--- config.mk ---
export PLATFORM = sky130hd
export DESIGN_NAME = uart_tx_fifo_param
export DESIGN_NICKNAME = d
export VERILOG_FILES = /design/src/rtl/uart_pkg.sv /design/src/rtl/uart_sync_fifo.sv /design/src/rtl/uart_tx_fifo_param.sv
export SDC_FILE = /design/constraint.sdc
export NUM_CORES = 1
export LEC_CHECK = 0
export ABC_AREA = 0
export BUFFER_PORTS_ARGS = -buffer_cell sky130_fd_sc_hd__buf_2
export CAP_MARGIN = 20
export CORE_ASPECT_RATIO = 0.5
export CORE_MARGIN = 2
export CORE_UTILIZATION = 60
export CTS_CLUSTER_SIZE = 12
export DETAILED_ROUTE_END_ITERATION = 10
export PLACE_DENSITY_LB_ADDON = 0.08
export SETUP_SLACK_MARGIN = 0.02
export SLEW_MARGIN = 15
export SYNTH_ARGS = -nofsm -noshare
export SYNTH_HDL_FRONTEND = slang
export SYNTH_SLANG_ARGS = --single-unit
--- constraint.sdc ---
create_clock -name clk -period 3 [get_ports clk]
set_input_delay 0.45 -clock clk [delete_from_list [all_inputs] [get_ports clk]]
set_output_delay 0.45 -clock clk [all_outputs]
set_load 0.03 [all_outputs]
--- src/rtl/uart_pkg.sv ---
// Shared definitions for the UART transmit path and the planned receiver.
package uart_pkg;

  localparam int unsigned PARITY_NONE = 0;
  localparam int unsigned PARITY_ODD  = 1;
  localparam int unsigned PARITY_EVEN = 2;

  typedef enum logic [2:0] {
    StIdle,
    StStart,
    StData,
    StParity,
    StStop
  } uart_tx_state_t;

  // Number of bit periods in one frame: start + payload + optional parity + stop bits.
  function automatic int unsigned frame_bits(input int unsigned data_bits,
                                             input int unsigned parity,
                                             input int unsigned stop_bits);
    return 1 + data_bits + ((parity != PARITY_NONE) ? 1 : 0) + stop_bits;
  endfunction

endpackage

--- src/rtl/uart_sync_fifo.sv ---
// Single-clock FIFO; pointers carry one extra wrap bit to tell full from empty.
module uart_sync_fifo #(
  parameter int unsigned WIDTH = 8,
  parameter int unsigned DEPTH = 4
) (
  input  logic                     clk,
  input  logic                     reset,
  input  logic                     push,
  input  logic [WIDTH-1:0]         wdata,
  input  logic                     pop,
  output logic [WIDTH-1:0]         rdata,
  output logic                     full,
  output logic                     empty,
  output logic [$clog2(DEPTH):0]   level
);

  localparam int unsigned AW = $clog2(DEPTH);

  if (DEPTH < 2 || (DEPTH & (DEPTH - 1)) != 0) begin : gen_bad_depth
    $error("uart_sync_fifo: DEPTH must be a power of two and >= 2");
  end

  logic [WIDTH-1:0] mem_q [DEPTH];
  logic [AW:0]      wr_ptr_q, rd_ptr_q;
  logic             do_push, do_pop;

  assign full    = (wr_ptr_q[AW] != rd_ptr_q[AW]) && (wr_ptr_q[AW-1:0] == rd_ptr_q[AW-1:0]);
  assign empty   = (wr_ptr_q == rd_ptr_q);
  assign level   = wr_ptr_q - rd_ptr_q;
  assign do_push = push && !full;
  assign do_pop  = pop && !empty;
  assign rdata   = mem_q[rd_ptr_q[AW-1:0]];

  // Pointer update; a push into a full FIFO is silently dropped.
  always_ff @(posedge clk or posedge reset) begin
    if (reset) begin
      wr_ptr_q <= '0;
      rd_ptr_q <= '0;
    end else begin
      if (do_push) wr_ptr_q <= wr_ptr_q + 1'b1;
      if (do_pop)  rd_ptr_q <= rd_ptr_q + 1'b1;
    end
  end

  // Storage write; contents need no reset since the pointers gate visibility.
  always_ff @(posedge clk) begin
    if (do_push) mem_q[wr_ptr_q[AW-1:0]] <= wdata;
  end

endmodule

--- src/rtl/uart_tx_fifo_param.sv ---
// UART transmitter with a transmit FIFO; frames go out back-to-back while data is queued.
module uart_tx_fifo_param
  import uart_pkg::*;
#(
  parameter int unsigned CLK_FREQ   = 50000000,
  parameter int unsigned BAUD_RATE  = 9600,
  parameter int unsigned DATA_BITS  = 8,
  parameter int unsigned PARITY     = 0,
  parameter int unsigned STOP_BITS  = 1,
  parameter int unsigned FIFO_DEPTH = 4
) (
  input  logic                          clk,
  input  logic                          reset,
  input  logic                          s_valid,
  output logic                          s_ready,
  input  logic [DATA_BITS-1:0]          s_data,
  output logic                          tx_line,
  output logic                          tx_busy,
  output logic                          tx_done,
  output logic [$clog2(FIFO_DEPTH):0]   fifo_level
);

  localparam int unsigned CLKS_PER_BIT = CLK_FREQ / BAUD_RATE;
  localparam int unsigned BAUD_W       = (CLKS_PER_BIT > 1) ? $clog2(CLKS_PER_BIT) : 1;

  if (CLKS_PER_BIT < 2) begin : gen_bad_cpb
    $error("uart_tx_fifo_param: CLK_FREQ/BAUD_RATE must be >= 2");
  end
  if (DATA_BITS < 5 || DATA_BITS > 9) begin : gen_bad_data_bits
    $error("uart_tx_fifo_param: DATA_BITS must be 5..9");
  end
  if (PARITY > PARITY_EVEN) begin : gen_bad_parity
    $error("uart_tx_fifo_param: PARITY must be 0, 1 or 2");
  end
  if (STOP_BITS < 1 || STOP_BITS > 2) begin : gen_bad_stop_bits
    $error("uart_tx_fifo_param: STOP_BITS must be 1 or 2");
  end

  uart_tx_state_t         state_q, state_d;
  logic [BAUD_W-1:0]      baud_q, baud_d;
  logic [3:0]             bit_q, bit_d;
  logic [DATA_BITS-1:0]   shift_q, shift_d;
  logic                   par_q, par_d;
  logic                   tx_q, tx_d;
  logic                   done_q, done_d;
  logic                   bit_end, load;
  logic                   fifo_pop, fifo_full, fifo_empty;
  logic [DATA_BITS-1:0]   fifo_rdata;

  uart_sync_fifo #(
    .WIDTH (DATA_BITS),
    .DEPTH (FIFO_DEPTH)
  ) u_fifo (
    .clk   (clk),
    .reset (reset),
    .push  (s_valid),
    .wdata (s_data),
    .pop   (fifo_pop),
    .rdata (fifo_rdata),
    .full  (fifo_full),
    .empty (fifo_empty),
    .level (fifo_level)
  );

  assign bit_end = (baud_q == BAUD_W'(CLKS_PER_BIT - 1));

  // Next-state logic: each bit lasts one baud-counter wrap; 'load' starts a new frame.
  always_comb begin
    state_d  = state_q;
    baud_d   = bit_end ? '0 : baud_q + 1'b1;
    bit_d    = bit_q;
    shift_d  = shift_q;
    par_d    = par_q;
    tx_d     = tx_q;
    done_d   = 1'b0;
    load     = 1'b0;
    fifo_pop = 1'b0;
    unique case (state_q)
      StIdle: begin
        baud_d = '0;
        load   = !fifo_empty;
      end
      StStart: begin
        if (bit_end) begin
          state_d = StData;
          bit_d   = '0;
          tx_d    = shift_q[0];
        end
      end
      StData: begin
        if (bit_end) begin
          if (bit_q == 4'(DATA_BITS - 1)) begin
            bit_d = '0;
            if (PARITY != PARITY_NONE) begin
              state_d = StParity;
              tx_d    = par_q;
            end else begin
              state_d = StStop;
              tx_d    = 1'b1;
            end
          end else begin
            bit_d   = bit_q + 4'd1;
            shift_d = shift_q >> 1;
            tx_d    = shift_q[1];
          end
        end
      end
      StParity: begin
        if (bit_end) begin
          state_d = StStop;
          tx_d    = 1'b1;
        end
      end
      StStop: begin
        if (bit_end) begin
          if (bit_q == 4'(STOP_BITS - 1)) begin
            done_d = 1'b1;
            bit_d  = '0;
            if (!fifo_empty) begin
              load = 1'b1;
            end else begin
              state_d = StIdle;
              tx_d    = 1'b1;
            end
          end else begin
            bit_d = bit_q + 4'd1;
          end
        end
      end
      default: state_d = StIdle;
    endcase
    // Pop and drive the start bit on the same edge, so back-to-back frames have no gap.
    if (load) begin
      fifo_pop = 1'b1;
      shift_d  = fifo_rdata;
      par_d    = (PARITY == PARITY_ODD) ? ~^fifo_rdata : ^fifo_rdata;
      tx_d     = 1'b0;
      baud_d   = '0;
      state_d  = StStart;
    end
  end

  // State registers; the line idles high and returns high at once on reset.
  always_ff @(posedge clk or posedge reset) begin
    if (reset) begin
      state_q <= StIdle;
      baud_q  <= '0;
      bit_q   <= '0;
      shift_q <= '0;
      par_q   <= 1'b0;
      tx_q    <= 1'b1;
      done_q  <= 1'b0;
    end else begin
      state_q <= state_d;
      baud_q  <= baud_d;
      bit_q   <= bit_d;
      shift_q <= shift_d;
      par_q   <= par_d;
      tx_q    <= tx_d;
      done_q  <= done_d;
    end
  end

  assign tx_line = tx_q;
  assign tx_busy = (state_q != StIdle);
  assign tx_done = done_q;
  assign s_ready = !fifo_full;

endmodule

==> impl_metrics.csv, run 1 <==
group,metric,value,unit
synth,yosys.area_share.simple,14.2,%
routing,dr.pass1.iters,4,
timing,final.min_clock_period,2.34,ns
placed_design,post-dp-hpwl,4020,microns
synth,syn_area,0.00325,sq mm
die,num_rows,18,
synth,synthCells,254,
cts,cts_root_buf,"clkbuf_8",
synth,synth_area_per_cell,12.8,sq um
routing,postRouteAntennaNets,0,
die,die_area,0.00605,sq mm
cts,cts_buffers,9,
global_routing,grt_overflow_total,0,
cts,clkSlewWorstSetupHoldPaths,0.07,ns
setup_path,path_cells,"or4b_4, or3_1, nor2_1, a221o_2",
setup_path,startpoint_type,"flip-flop",
cells_and_area,utilization,70.7,%
synth,synth.most_common_cell,"dfrtp_1",
setup_path,cp_num_buf_inv,0,
cts,clock_latency,0.35,ns
synth,synth_seq_area_share,57.4,%
pwr,irDropWorstVdd,0.000577,V
synth,synth_top_family_by_area,"simple AND/OR/NAND/NOR gates",
routing,viasPerCell,5.88,
pwr,p_seq_share,43.9,%
timing,slew_violations,0,
cells_and_area,regArea,0.00186,sq mm
routing,wirelength,5830,microns
cts,postCtsSetupBuffers,0,
setup_path,cp-end-kind,"flip-flop",
run,maxCapViolCount,0,
setup_path,crit_fanout,18,
synth,async_reset_ff_share,52.9,%
timing,hold_viol,0,
cts,cts-resized-gates,0,
routing,drc,0,
synth,synth_edf_count,32,
synth,synth_warnings,0,
pwr,power_leakage,0.00145,uW
cts,cts_tree,"yes",
die,core,0.00507,sq mm
cells_and_area,multi_input_area,0.00126,sq mm
cts,clockBufferDepth,2,
timing,rsz0062_at_grt,"false",
synth,synth_compound_area_share,10.4,%
cells_and_area,num_antenna_cells,0,
timing,period_share,77.9,%
die,die_y,56.0,microns
cts,clock_sinks,68,
synth,synth_seq_cells,68,
synth,yosys.area.top_type_share,29.6,%
setup_path,path_delay_family,"simple AND/OR/NAND/NOR gates",
global_routing,antenna_found_initial,0,
routing,dr.first_iter.drc_count,109,
routing,wl_per_cell,16.8,microns
global_routing,grt_pass1_wl,9670,microns
worst_hold_path,hold_class,"primary input to asynchronous set/reset pin",
setup_path,slowest_stage,"or4b_4",
pwr,p_clk_share,25.3,%
pwr,switching_share,34.1,%
synth,synthMuxAreaShare,5.55,%
die,initial_core_util,64.0,%
timing,slew_headroom,60.2,%
synth,synth_top_cells_by_count,"dfrtp_1, edfxtp_1, nor2_1",
synth,yosysUniqueCellTypes,53,
setup_path,required,3.29,ns
die,io-pin-count,18,
setup_path,cp_slowest_stage_delay,0.58,ns
synth,synth_xor_xnor_area_share,4.05,%
synth,ys.flop_type,"dfrtp_1",
die,die_w,108,microns
timing,tns,0,ns
cells_and_area,final_nets,294,
timing,final-setup-viol-count,0,
timing,fin_skew,0.00968,ns
timing,holdWs,0.188,ns
placed_design,gp_congestion,0.814,
pwr,p_int,2100,uW
synth,synthesis.nets,276,
global_routing,grt_max_degree,37,
routing,vias,2041,
global_routing,track_usage,21.8,%
setup_path,path_class,"flip-flop to flip-flop",
pwr,powerDensity,888,mW/mm^2
synth,yosysTopAreaCell,"edfxtp_1",
timing,max_slew.worst_pin.slew,0.593,ns
timing,max_freq,0.428,GHz
setup_path,critPathArrivalTime,2.62,ns
cells_and_area,syn2layout_area_growth,10.4,%
setup_path,reg2reg_slack,0.66,ns
cells_and_area,drive_above_1_share,22.4,%
placed_design,portBuffers,17,
outcome,status,"completed",
cells_and_area,nFillCells,339,
pwr,switchingPower,1080,uW
cts,htree_num_levels,3,
synth,synth_fa_ha_area_share,4.47,%
synth,synthTopCellsByArea,"edfxtp_1, dfrtp_1, mux4_2",
cts,cts_hold_buf,0,
pwr,combinationalPowerShare,30.8,%
global_routing,grt_pass1_vias,2033,
[cell families after synthesis]
family	Yosys count
AO/OA/AOI/OAI	44
multiplexers	8
AND/OR/NAND/NOR	81
adder cells (fa/ha/maj)	11
flip-flops	68
XOR/XNOR	15
buffers and inverters	27
[cells in the final DEF, fill, tap and decap left out, types with 2 or more instances in the layout]
cell type,synthesis,layout
mux4_2,8,8
clkinv_1,0,2
and2_1,5,5
a221o_2,6,6
dfrtp_1,35,35
a21oi_1,5,5
inv_1,14,14
o21ai_1,2,2
nor3_1,6,6
o41ai_2,2,2
edfxtp_1,32,32
clkbuf_8,0,9
nand2b_1,2,2
xor2_1,7,7
bufinv_16,0,2
a31o_2,3,3
nand3_1,7,7
o21a_1,2,2
nor2_1,16,16
clkinvlp_4,0,2
and3_1,11,11
or2_2,2,2
or3b_2,2,2
ha_1,10,10
buf_2,2,17
xnor2_1,8,8
buf_4,0,3
or3_1,4,4
nor4_1,3,3
nand4_1,3,3
nand2_1,11,11
o21ai_0,12,12
[sequential cells by signal, indices dropped and copies added, names as in the netlist]
name / count
baud_q: 13
bit_q: 4
shift_q: 8
state_q: 3
tx_done: 1
tx_line: 1
u_fifo.mem_q: 32
u_fifo.rd_ptr_q: 3
u_fifo.wr_ptr_q: 3
[routing by layer]
metal	track usage (%)	vias to the layer above	wire (microns)	part of all wire, %
li1	-	977	-	-
met1	28.0	1013	2730	47
met2	33.7	45	2790	48
met3	8.20	6	258	4.4
met4	8.79	0	53	0.91
met5	0	-	0	0
[worst paths after layout]
kind | from | end | cells after the start
worst min register to register | u_fifo.rd_ptr_q[2] | u_fifo.rd_ptr_q[2] | 1
min in group clk | s_data[0] | u_fifo.mem_q[1][0] | 1
max in group asynchronous | reset | tx_line | 3
worst min-delay path | reset | baud_q[11] | 3
worst max-delay path | baud_q[7] | shift_q[0] | 4
worst max register to register | baud_q[7] | shift_q[0] | 4
[worst min-delay path, delay by kind of cell]
kind,cells,cell delay (ns)
buf+inv,3,0.51
[layout make-up]
type | instances | area share (%)
well taps | 70 | 2.44
clock buffers | 9 | 3.46
flip-flops and latches | 68 | 52.0
inverters | 14 | 1.47
repair buffers | 20 | 3.00
multi-input cells | 159 | 35.1
clock inverters | 7 | 2.55
[power groups by stage]
| stage | combinational, uW | clock, uW | sequential (uW) |
|---|---|---|---|
| 6_report | 979 | 805 | 1400 |
| 5_1_grt | 1080 | 861 | 1420 |
| 4_1_cts | 988 | 820 | 1390 |
| 3_5_place_dp | 987 | 0 | 1410 |
| 3_3_place_gp | 949 | 0 | 1400 |
| 2_1_floorplan | 782 | 0 | 1340 |
[per-stage QoR]
step | cells | power [uW] | instance area, sq um | setup WS [ns]
after CTS | 347 | 3200 | 3580 | 0.673
after global placement | 331 | 2350 | 3370 | 0.721
after global routing | 347 | 3370 | 3580 | 0.487
after floorplan | 254 | 2120 | 3250 | 0.858
final | 347 | 3180 | 3580 | 0.664
after detailed placement | 331 | 2390 | 3370 | 0.691
No activity file was read; power rests on OpenSTA's default activity.
==> run 2, diff against run 1 <==
- ABC_AREA: 0 -> 1
- CORE_UTILIZATION: 60 -> 55
- clock period: 3 -> 1.94 ns (I/O delays scaled with it)
==> impl_metrics.csv, run 2 <==
group,metric,value,unit
synth,synth_seq_area_share,56.0,%
placed_design,post-dp-hpwl,4930,microns
synth,synth_warnings,0,
routing,drc,0,
global_routing,grt_pass1_vias,2439,
global_routing,antenna_found_initial,0,
die,num_rows,19,
setup_path,rr_worst_depth,8,
cts,cts_hold_buf,0,
run,maxCapViolCount,0,
setup_path,crit_fanout,2,
timing,fin_skew,0.00568,ns
cts,clkSlewWorstSetupHoldPaths,0.05,ns
routing,dr.pass1.iters,4,
cells_and_area,nFillCells,453,
timing,period_share,97.5,%
routing,vias,2545,
cts,cts_tree,"yes",
routing,wl_per_cell,14.6,microns
synth,yosys.area.top_type_share,28.9,%
setup_path,required,1.65,ns
cells_and_area,num_antenna_cells,0,
synth,synth_seq_cells,68,
setup_path,path_class,"flip-flop to output pin",
placed_design,placed_cell_area,0.00355,sq mm
die,initial_core_util,58.8,%
timing,slew_headroom,69.7,%
routing,viasPerCell,5.36,
cts,clock_latency,0.33,ns
synth,synth.most_common_cell,"nand2_1",
timing,hold_viol,0,
worst_hold_path,hold_class,"primary input to asynchronous set/reset pin",
timing,final.min_clock_period,1.89,ns
routing,dr.first_iter.drc_count,195,
timing,max_freq,0.529,GHz
global_routing,grt_pass1_wl,11700,microns
routing,wirelength,6920,microns
cells_and_area,syn2layout_area_growth,18.7,%
pwr,powerDensity,1080,mW/mm^2
placed_design,gp_congestion,0.870,
outcome,status,"completed",
synth,synthesis.nets,384,
setup_path,critPathArrivalTime,1.60,ns
synth,synth_edf_count,32,
pwr,power_leakage,0.00172,uW
cts,cts_buffers,9,
synth,yosysUniqueCellTypes,32,
global_routing,grt_max_degree,37,
timing,rsz0062_at_grt,"true",
setup_path,startpoint_type,"flip-flop",
timing,max_slew.worst_pin.slew,0.455,ns
cells_and_area,design_area,0.00395,sq mm
synth,yosysTopAreaCell,"edfxtp_1",
global_routing,grt_overflow_total,0,
routing,postRouteAntennaNets,0,
setup_path,r2r-end,"u_fifo.mem_q[2][4]",
pwr,irDropWorstVdd,0.000836,V
setup_path,r2r_start,"u_fifo.rd_ptr_q[1]",
setup_path,cp-end-kind,"output pin",
synth,synth_top_cells_by_count,"nand2_1, nor2_1, inv_1",
synth,synth_area_per_cell,9.19,sq um
cells_and_area,final_nets,420,
cts,cts_root_buf,"clkbuf_16",
pwr,design_power_total,4280,uW
cts,htree_num_levels,3,
die,io-pin-count,18,
cells_and_area,layout_commonest_cell,"nand2_1",
setup_path,reg2reg_slack,0.13,ns
synth,async_reset_ff_share,52.9,%
die,core,0.00566,sq mm
cells_and_area,final_cell_mix,"nand2_1, nor2_1, inv_1, dfrtp_1, edfxtp_1",
timing,slew_violations,0,
cts,clockBufferDepth,2,
global_routing,track_usage,23.4,%
synth,synthTopCellsByArea,"edfxtp_1, dfrtp_1, nand2_1",
synth,ys.flop_type,"dfrtp_1",
die,die_y,59.0,microns
timing,final-setup-viol-count,0,
cts,clock_sinks,68,
placed_design,portBuffers,17,
die,die_area,0.00672,sq mm
cells_and_area,drive_above_1_share,17.7,%
synth,synthCells,362,
die,die_w,114,microns
cells_and_area,largest_register_ff_count,32,
synth,syn_area,0.00333,sq mm
run 2: changes by cell type after synthesis, sizes merged, moves of 6 or more:
cell    previous run  this run
nor2              16        68
xnor2              8         2
inv               14        40
and3              11         0
o21ai             14        25
nand3              7        26
a221o              7         0
o22ai              1         8
nand2             11        76
mux4               8         0
clkbuf             7         1
run 2: cell type report:
type | instances | area [sq um] | share of cell area [%]
Sequential cell | 68 | 1860 | 47.2
Multi-Input combinational cell | 250 | 1340 | 34.0
Clock buffer | 9 | 225 | 5.70
Timing Repair Buffer | 28 | 180 | 4.56
Inverter | 41 | 155 | 3.93
Tap cell | 73 | 91.3 | 2.31
Clock inverter | 6 | 90.1 | 2.28
run 2: routing by layer:
metal | GRT usage [%] | vias to the layer above | routed length [microns]
met3 | 7.67 | 5 | 387
met5 | 0 | - | 0
met2 | 38.2 | 66 | 3190
li1 | - | 1273 | -
met4 | 5.23 | 0 | 53
met1 | 31.3 | 1201 | 3300
run 2: how the worst max path moves through the flow:
stage	startpoint	endpoint	slack [ns]	depth (start not counted)
floorplan	u_fifo.rd_ptr_q[1]	u_fifo.mem_q[3][0]	0.04	7
global placement	u_fifo.wr_ptr_q[0]	u_fifo.mem_q[3][3]	0.13	7
detailed placement	u_fifo.wr_ptr_q[0]	u_fifo.mem_q[3][2]	0.03	7
CTS	u_fifo.rd_ptr_q[1]	fifo_level[1]	0.03	4
global route	u_fifo.rd_ptr_q[1]	u_fifo.mem_q[2][6]	-0.002	8
finish	u_fifo.wr_ptr_q[0]	fifo_level[1]	0.05	5
run 2: through the flow:
step	cells	hold WS, ns	TNS (ns)	util [%]	setup WS, ns
finish	475	0.0609	0	69.8	0.0484
global placement	452	0.414	0	62.7	0.127
global route	475	0.124	-0.00629	69.8	-0.00159
floorplan	362	0.390	0	-	0.0396
detailed placement	452	0.419	0	62.7	0.0250
CTS	470	0.0695	0	69.2	0.0323
run 2: power by group:
part | total (uW) | switching [uW] | internal, uW
combinational | 814 | 520 | 295
clock | 1710 | 596 | 1120
sequential | 1750 | 61.6 | 1690
run 2: cells by family (layout without fill, tap and decap cells):
family                   after synthesis  after routing  share of synthesized area, %
buffers and inverters                 45             84                          5.38
AO/OA/AOI/OAI                         41             41                          6.92
adder cells (fa/ha/maj)               11             11                          4.36
XOR/XNOR                              10             10                          2.63
flip-flops                            68             68                          56.0
AND/OR/NAND/NOR                      187            188                          24.7
run 2: timing repair:
item / 4_1_cts / 5_1_grt
setup endpoints to repair: 2 / 36
cloned: 0 / 1
buffers inserted: 3 / 4
endpoints found under the hold margin: 0 / 0
resized for setup: 8 / 2
pin swaps: 2 / 2
run 2: critical path: stages (launching register included):
cell and delay, ns:
dfrtp_1 0.36, inv_2 0.07, ha_4 0.16, fa_2 0.53, inv_2 0.04, buf_6 0.12
